[src/rtl/multicycle_adder.sv]
// ----------------------------------------------------------------------------
// multicycle_adder
//
// Adds two WIDTH-bit operands CHUNK bits per clock cycle. It supports
// ADD/ADC/SUB/SBC/RSB/RSC and produces ARM-style C, N, Z and V flags.
// Operands are captured when a start is accepted in IDLE. The result and
// flags become visible only when the last chunk completes.
//
// Ports:
//   in_Clk     - single clock, all state updates on the rising edge
//   in_nReset  - asynchronous active-low reset
//   in_Start   - begin an operation (sampled only in IDLE)
//   in_Mode    - 000 ADD, 001 ADC, 010 SUB, 011 SBC, 100 RSB, 101 RSC,
//                110/111 behave as ADD
//   in_Rn      - first operand
//   in_Op2     - second operand
//   in_Carry   - carry flag input for ADC/SBC/RSC
//   in_Flush   - synchronous abort of an operation in CALC
//   out_Busy   - high whenever the block is not IDLE
//   out_Done   - one-cycle pulse, out_Y/out_CNZV just updated
//   out_Y      - result of the last completed operation
//   out_CNZV   - flags of the last completed operation {C, N, Z, V}
// ----------------------------------------------------------------------------
module multicycle_adder #(
    parameter int WIDTH = 32,
    parameter int CHUNK = 8
) (
    input  logic             in_Clk,
    input  logic             in_nReset,
    input  logic             in_Start,
    input  logic [2:0]       in_Mode,
    input  logic [WIDTH-1:0] in_Rn,
    input  logic [WIDTH-1:0] in_Op2,
    input  logic             in_Carry,
    input  logic             in_Flush,
    output logic             out_Busy,
    output logic             out_Done,
    output logic [WIDTH-1:0] out_Y,
    output logic [3:0]       out_CNZV
);

    localparam int NCHUNK = WIDTH / CHUNK;
    localparam int CW     = (NCHUNK > 1) ? $clog2(NCHUNK) : 1;
    localparam logic [CW-1:0] LAST_CHUNK = CW'(NCHUNK - 1);

    typedef enum logic [1:0] {
        IDLE,
        CALC,
        DONE
    } state_t;

    state_t           state;
    logic [WIDTH-1:0] a_reg;
    logic [WIDTH-1:0] b_reg;
    logic [WIDTH-1:0] sum_reg;
    logic             carry_reg;
    logic             a_msb;
    logic             b_msb;
    logic [CW-1:0]    chunk_cnt;

    logic             swap_ops;
    logic             invert_b;
    logic             carry_in;
    logic [WIDTH-1:0] prep_a;
    logic [WIDTH-1:0] prep_b;

    logic [CHUNK:0]   chunk_sum;
    logic [WIDTH-1:0] sum_next;
    logic             flag_z;
    logic             flag_v;

    // Decode the mode into operand preparation. Reverse subtracts swap
    // the operands. All subtracts add the inverted B plus a carry-in, so
    // the carry-out directly means "no borrow". Unused modes fall back to ADD.
    always_comb begin
        swap_ops = 1'b0;
        invert_b = 1'b0;
        carry_in = 1'b0;
        case (in_Mode)
            3'b001: begin
                carry_in = in_Carry;
            end
            3'b010: begin
                invert_b = 1'b1;
                carry_in = 1'b1;
            end
            3'b011: begin
                invert_b = 1'b1;
                carry_in = in_Carry;
            end
            3'b100: begin
                swap_ops = 1'b1;
                invert_b = 1'b1;
                carry_in = 1'b1;
            end
            3'b101: begin
                swap_ops = 1'b1;
                invert_b = 1'b1;
                carry_in = in_Carry;
            end
            default: begin
                carry_in = 1'b0;
            end
        endcase
        prep_a = swap_ops ? in_Op2 : in_Rn;
        prep_b = swap_ops ? in_Rn : in_Op2;
        if (invert_b) begin
            prep_b = ~prep_b;
        end
    end

    // The operand registers shift right one chunk per cycle, so the
    // active chunk is always in the low bits. Each new result chunk enters
    // at the top of the result register. After NCHUNK cycles the register
    // holds exactly the full result. The flags are taken from the value
    // the register will hold after this cycle. The MSBs of the prepared
    // operands are kept separately because the shifting discards them.
    always_comb begin
        chunk_sum = {1'b0, a_reg[CHUNK-1:0]} + {1'b0, b_reg[CHUNK-1:0]}
                  + {{CHUNK{1'b0}}, carry_reg};
        sum_next  = (sum_reg >> CHUNK)
                  | (WIDTH'(chunk_sum[CHUNK-1:0]) << (WIDTH - CHUNK));
        flag_z    = (sum_next == '0);
        flag_v    = (a_msb == b_msb) && (sum_next[WIDTH-1] != a_msb);
    end

    // Control FSM and all registered outputs. Only the final chunk of a
    // completed operation writes out_Y/out_CNZV. A flush or a reset
    // therefore leaves the visible result untouched or cleared, and never
    // shows a partial sum.
    always_ff @(posedge in_Clk or negedge in_nReset) begin
        if (!in_nReset) begin
            state     <= IDLE;
            a_reg     <= '0;
            b_reg     <= '0;
            sum_reg   <= '0;
            carry_reg <= 1'b0;
            a_msb     <= 1'b0;
            b_msb     <= 1'b0;
            chunk_cnt <= '0;
            out_Busy  <= 1'b0;
            out_Done  <= 1'b0;
            out_Y     <= '0;
            out_CNZV  <= 4'b0000;
        end else begin
            out_Done <= 1'b0;
            case (state)
                IDLE: begin
                    if (in_Start) begin
                        a_reg     <= prep_a;
                        b_reg     <= prep_b;
                        a_msb     <= prep_a[WIDTH-1];
                        b_msb     <= prep_b[WIDTH-1];
                        carry_reg <= carry_in;
                        chunk_cnt <= '0;
                        out_Busy  <= 1'b1;
                        state     <= CALC;
                    end
                end
                CALC: begin
                    if (in_Flush) begin
                        out_Busy <= 1'b0;
                        state    <= IDLE;
                    end else begin
                        a_reg     <= a_reg >> CHUNK;
                        b_reg     <= b_reg >> CHUNK;
                        sum_reg   <= sum_next;
                        carry_reg <= chunk_sum[CHUNK];
                        chunk_cnt <= chunk_cnt + 1'b1;
                        if (chunk_cnt == LAST_CHUNK) begin
                            out_Y    <= sum_next;
                            out_CNZV <= {chunk_sum[CHUNK], sum_next[WIDTH-1],
                                         flag_z, flag_v};
                            out_Done <= 1'b1;
                            state    <= DONE;
                        end
                    end
                end
                DONE: begin
                    out_Busy <= 1'b0;
                    state    <= IDLE;
                end
                default: begin
                    out_Busy <= 1'b0;
                    state    <= IDLE;
                end
            endcase
        end
    end

endmodule

[config.mk]
export PLATFORM = sky130hd
export DESIGN_NAME = multicycle_adder
export DESIGN_NICKNAME = d
export VERILOG_FILES = /design/src/rtl/multicycle_adder.sv
export SDC_FILE = /design/constraint.sdc
export NUM_CORES = 1
export LEC_CHECK = 0
export CORE_ASPECT_RATIO = 2
export CORE_MARGIN = 3
export CORE_UTILIZATION = 60
export CTS_CLUSTER_DIAMETER = 200
export DETAILED_ROUTE_END_ITERATION = 8
export DONT_BUFFER_PORTS = 1
export MAX_ROUTING_LAYER = met4
export PLACE_DENSITY = 0.83
export SLEW_MARGIN = 10
export SYNTH_ARGS = -nofsm -noshare
export SYNTH_HDL_FRONTEND = slang
export SYNTH_SLANG_ARGS = --single-unit
export TNS_END_PERCENT = 100
[constraint.sdc]
create_clock -name in_Clk -period 2.74 [get_ports in_Clk]
set_input_delay 0.274 -clock in_Clk [delete_from_list [all_inputs] [get_ports in_Clk]]
set_output_delay 0.274 -clock in_Clk [all_outputs]
set_load 0.05 [all_outputs]
# Word level (Yosys, flattened, before mapping)
# Index checks and enable logic that the tools add are counted.
dict set report word_totals {
  regBits 141
  input_bits 72
  output_inout_bits 38
  wordCells 73
}
dict set report classes {
  addsub 3
  n_eq_ne 13
  n_mux 28
  n_bitwise 3
  n_reduce_logical 14
}
# op n
set op_table {}
lappend op_table {{$mux W32} 7}
lappend op_table {{$pmux W32 S2} 2}
lappend op_table {{$logic_not A32 Y1} 1}
lappend op_table {{$not A32 Y32} 1}
lappend op_table {{$or A24 B32 Y32} 1}
lappend op_table {{$mux W2} 5}
lappend op_table {{$add A8 B8 Y9} 1}
lappend op_table {{$add A9 B1 Y9} 1}
lappend op_table {{$mux W1} 9}
lappend op_table {{$pmux W2 S2} 2}
lappend op_table {{$reduce_and A2 Y1} 4}
lappend op_table {{$eq A3 B2 Y1 const B} 2}
lappend op_table {{$eq A3 B3 Y1 const B} 2}
lappend op_table {{$ne A2 B2 Y1 const B} 3}
lappend op_table {{$pmux W1 S2} 3}
lappend op_table {{$reduce_and A3 Y1} 2}
lappend op_table {{$reduce_or A2 Y1} 2}
lappend op_table {{$reduce_or A4 Y1} 1}
lappend op_table {{$eq A3 B1 Y1 const B} 1}
lappend op_table {{$ne A3 B3 Y1 const B} 1}
lappend op_table {{$reduce_or A3 Y1} 1}
lappend op_table {{$add A2 B1 Y2 const B} 1}
lappend op_table {{$eq A2 B1 Y1 const B} 1}
lappend op_table {{$eq A2 B2 Y1 const B} 1}
lappend op_table {{6 further kinds} 6}

# Logic depth before layout (Yosys ltp)
dict set report depth {
  word_depth 8
  mapped_depth 9
  ltp_nobuf 9
}

# Worst setup path before layout
# OpenSTA, ideal clock, no wires.
dict set report synth_path {
  path_type {register to register}
  startpoint {register a_reg[0]}
  endpoint {register out_CNZV[1]}
  setup_time_ps 122
  t_arrival_ps 2106
  t_required_ps 2618
  slack_ps 512
  path_stages_with_launch 9
  path_buffers 0
  period_less_slack_ps 2228
  cell_sequence {dfrtp_1 fa_1 inv_1 fa_1 nand2b_1 a21oi_1 o31a_1 or3_4 a32o_1}
}
dict set report synth_between {
  elab_chain_len 4
}
# element line_no
set synth_lines {}
lappend synth_lines {{from (decl)} 53} ;# logic [WIDTH-1:0] a_reg;
lappend synth_lines {{from (signal assigned)} 150} ;# a_reg <= prep_a;
lappend synth_lines {{from (signal assigned)} 165} ;# a_reg <= a_reg >> CHUNK;
lappend synth_lines {{$add A8 B8 Y9} 119} ;# chunk_sum = {1'b0, a_reg[CHUNK-1:0]} + {1'b0, b_reg[CHUNK-1:0]}
lappend synth_lines {{$add A9 B1 Y9} 120} ;# + {{CHUNK{1'b0}}, carry_reg};
lappend synth_lines {{$or A24 B32 Y32} 122} ;# | (WIDTH'(chunk_sum[CHUNK-1:0]) << (WIDTH - CHUNK));
lappend synth_lines {{$logic_not A32 Y1} 123} ;# flag_z = (sum_next == '0);
lappend synth_lines {{to (signal assigned)} 172} ;# out_CNZV <= {chunk_sum[CHUNK], sum_next[WIDTH-1],
lappend synth_lines {{to (decl)} 39} ;# output logic [3:0] out_CNZV
# Every way passes these cells.
# A chain may end at the register's enable or synchronous reset.

# Worst setup path in the final report
# Same ends and word-level chain as after synthesis.

==> results.txt <==
----------------------------------------------------
[Timing]
  Accumulated negative setup slack ... 0 ps
  Final clock period utilization by the worst path ... 0.881
  Max-slew headroom ... 0.271
  Maximum clock frequency ... 0.414 GHz
  Setup repair after global routing missed its margin ... no
  Final-layout worst hold slack ... -446 ps
  Slew Limit Fails ... 0
  Final Hold Fails ... 132
  Transition time at the pin with the least slew margin ... 1090 ps
  Final setup fails ... 0
  Tmin final ... 2410 ps
  Worst setup skew after layout ... 4.71 ps

[Worst setup path]
  CP startpoint kind ... flop
  Required time of the worst setup path ... 3040 ps
  Largest fanout on the critical path ... 3
  Worst-case register-to-register setup slack ... 330 ps
  Critical path endpoint category ... flop
  Kind of critical path ... reg2reg
  Arrival time of data at the critical path endpoint ... 2710 ps

[Cells and area]
  Diodes inserted ... 0
  Leading cell type in the layout, fill and taps excluded ... sky130_fd_sc_hd__dfrtp_1
  Growth of design area from synthesis to finish ... 9.50%
  Most frequent cells in the layout ... 132 x sky130_fd_sc_hd__dfrtp_1, 123 x sky130_fd_sc_hd__nand2_1, 78 x sky130_fd_sc_hd__nor2_1
  Share of post-route cells with drive strength above 1 ... 0.103
  Post-layout nets ... 799
  Post-route core utilization ... 0.682

[GRT]
  Total overflow reported by the global router ... 0
  Number of antenna violations at the first check in global routing ... 0
  Pin count of the biggest net entering global routing ... 133
  Vias in the first global route ... 5,517
  Total Routing Usage GR ... 0.279
  First-pass GRT wire length ... 26,400 microns

[Die]
  Number of ports placed on the die boundary ... 110
  Effective utilization at floorplan ... 0.623
  Die extent in x ... 81.6 microns
  Placeable Area ... 0.0110 sq mm
  Die footprint ... 0.0128 sq mm
  Core Rows ... 54
  Die height ... 157 microns

[Synthesis]
  Number of warning messages in the yosys log ... 0
  Total of flip-flops plus latches after synthesis ... 132
  Post-synthesis sequential area ratio ... 0.481
  Primary FF master, synth ... sky130_fd_sc_hd__dfrtp_1
  Number of unique standard cell types used by synthesis ... 45
  Number of instances in the synthesized netlist ... 744
  Mapped Nets ... 826
  Synth Area per Inst ... 9.22 sq um
  Share of synthesized flip-flops with an asynchronous set or reset ... 1.00
  Number of enable-type register cells in the synthesized netlist ... 0
  Netlist Area Pre-Place ... 0.00686 sq mm

[Routing]
  Routed WL ... 16,500 microns
  Iter 0 DRT Violations ... 359
  Metal3 WL ... 1030 microns
  Drt first pass iters ... 5
  Count of unresolved DRC violations after routing ... 0
  Top routing layer in use ... met4
  Routed length on met1 ... 5590 microns
  Routed met2 length ... 9140 microns
  Mean number of vias per cell ... 6.11
  Detailed-route wire length per cell ... 19.0 microns
  Remaining antenna violation count ... 0
  Total via count in the routed design ... 5,308

[Pwr]
  Worst supply voltage drop on vdd ... 586 uV
  Power density cells ... 1150 mW/mm^2
  Static leakage ... 3.49 nW

[Clock tree]
  Clock Tree Buf Depth ... 2
  Number of sinks driven by the clock tree ... 132
  TritonCTS clock tree ... yes
  Root Driver ... sky130_fd_sc_hd__clkbuf_16
  CTS clk-pin slew, worst paths ... 60 ps
  Latest clock arrival within the worst-skew pair ... 410 ps
  TritonCTS buffer count ... 17
  H-tree Lvls ... 4

[Min path]
  Class of the most critical hold timing path ... in2async

[Placement]
  Final Wtd Congestion ... 0.898
  DP Wirelength ... 11,700 microns
  # port buffers ... 0

[Run status]
  Run status ... finished with violations
  Violations in the final reports ... hold timing

[Run]
  Max-cap violations ... 0

----------------------------------------------------
## layout make-up
cell class              instances  area [sq um]
clock buffers                  20           447
fillers                       800          3500
multi-input cells             551          3300
repair buffers                  9          80.1
clock inverters                11           183
inverters                       6          22.5
flip-flops and latches        132          3300
well taps                     140           175
## worst paths after layout
| path | start | end | depth (start not counted) |
|---|---|---|---|
| worst min register to register | b_reg[31] | b_reg[31] | 1 |
| worst max-delay path | a_reg[0] | out_CNZV[1] | 8 |
| max in group asynchronous | in_nReset | b_reg[9] | 0 |
| min in group in_Clk | in_Start | state[0] | 2 |
| worst max register to register | a_reg[0] | out_CNZV[1] | 8 |
| worst min-delay path | in_nReset | out_Y[27] | 0 |
## worst max-delay path: stages, from the launching register on
cell                       delay [ps]
sky130_fd_sc_hd__dfrtp_1          400
sky130_fd_sc_hd__fa_1             460
sky130_fd_sc_hd__inv_1             90
sky130_fd_sc_hd__fa_1             200
sky130_fd_sc_hd__nand2b_1         140
sky130_fd_sc_hd__a21oi_1          100
sky130_fd_sc_hd__o31a_1           280
sky130_fd_sc_hd__or3_4            400
sky130_fd_sc_hd__a32o_1           230
## through the flow
step | power (mW) | hold slack (ps) | worst slack, ps | std cells | cell area (sq um)
after floorplan | 5.52 | -21.6 | 512 | 744 | 6860
after global placement | 6.01 | -15.2 | 443 | 838 | 6880
after detailed placement | 6.19 | -17.7 | 357 | 838 | 6880
after CTS | 8.66 | -454 | 332 | 869 | 7510
after global routing | 9.15 | -462 | 259 | 869 | 7510
final | 8.65 | -446 | 326 | 869 | 7510
## routing by layer
metal | track usage | vias to the layer above
met2 | 0.489 | 199
met3 | 0.0739 | 58
met4 | 0.151 | 0
met5 | - | -
li1 | - | 2514
met1 | 0.273 | 2537
## cells in the mapped netlist, types with 2 or more instances
master | count | area, sq um
sky130_fd_sc_hd__inv_1 | 6 | 22.5
sky130_fd_sc_hd__nand2b_1 | 6 | 37.5
sky130_fd_sc_hd__a21oi_2 | 3 | 26.3
sky130_fd_sc_hd__mux2_2 | 25 | 282
sky130_fd_sc_hd__nor2b_1 | 2 | 12.5
sky130_fd_sc_hd__nand4_1 | 2 | 12.5
sky130_fd_sc_hd__a22oi_1 | 14 | 105
sky130_fd_sc_hd__xnor2_1 | 34 | 298
sky130_fd_sc_hd__nor4_1 | 6 | 37.5
sky130_fd_sc_hd__buf_4 | 5 | 37.5
sky130_fd_sc_hd__o21ai_1 | 9 | 45.0
sky130_fd_sc_hd__mux2i_1 | 33 | 330
sky130_fd_sc_hd__buf_2 | 20 | 100
sky130_fd_sc_hd__nor3_1 | 5 | 25.0
sky130_fd_sc_hd__a21oi_1 | 71 | 355
sky130_fd_sc_hd__buf_1 | 3 | 11.3
sky130_fd_sc_hd__nor2_1 | 78 | 293
sky130_fd_sc_hd__xor2_1 | 2 | 17.5
sky130_fd_sc_hd__clkbuf_1 | 27 | 101
sky130_fd_sc_hd__fa_1 | 2 | 40.0
sky130_fd_sc_hd__dfrtp_1 | 132 | 3300
sky130_fd_sc_hd__o21a_1 | 2 | 15.0
sky130_fd_sc_hd__ha_1 | 8 | 100
sky130_fd_sc_hd__nand2_1 | 123 | 462
sky130_fd_sc_hd__a211oi_1 | 32 | 240
sky130_fd_sc_hd__a21o_1 | 4 | 30.0
sky130_fd_sc_hd__o21ai_0 | 72 | 360
## power breakdown
group / internal [mW] / total, mW / switching, mW
Sequential: 2.70 / 3.94 / 1.24
Combinational: 0.973 / 2.28 / 1.31
Clock: 1.62 / 2.42 / 0.801
## cell families after synthesis
logic type / Yosys count / synth area share
XOR/XNOR: 36 / 0.0460
multiplexers: 58 / 0.0892
adder cells (fa/ha/maj): 10 / 0.0204
flip-flops: 132 / 0.481
AO/OA/AOI/OAI: 216 / 0.185
buffers and inverters: 61 / 0.0398
AND/OR/NAND/NOR: 231 / 0.139
## what timing repair did
action                    CTS  global route
resized for setup           0             0
setup buffers               0             0
hold endpoints to repair  132           132
No activity file was read; power rests on OpenSTA's default activity.
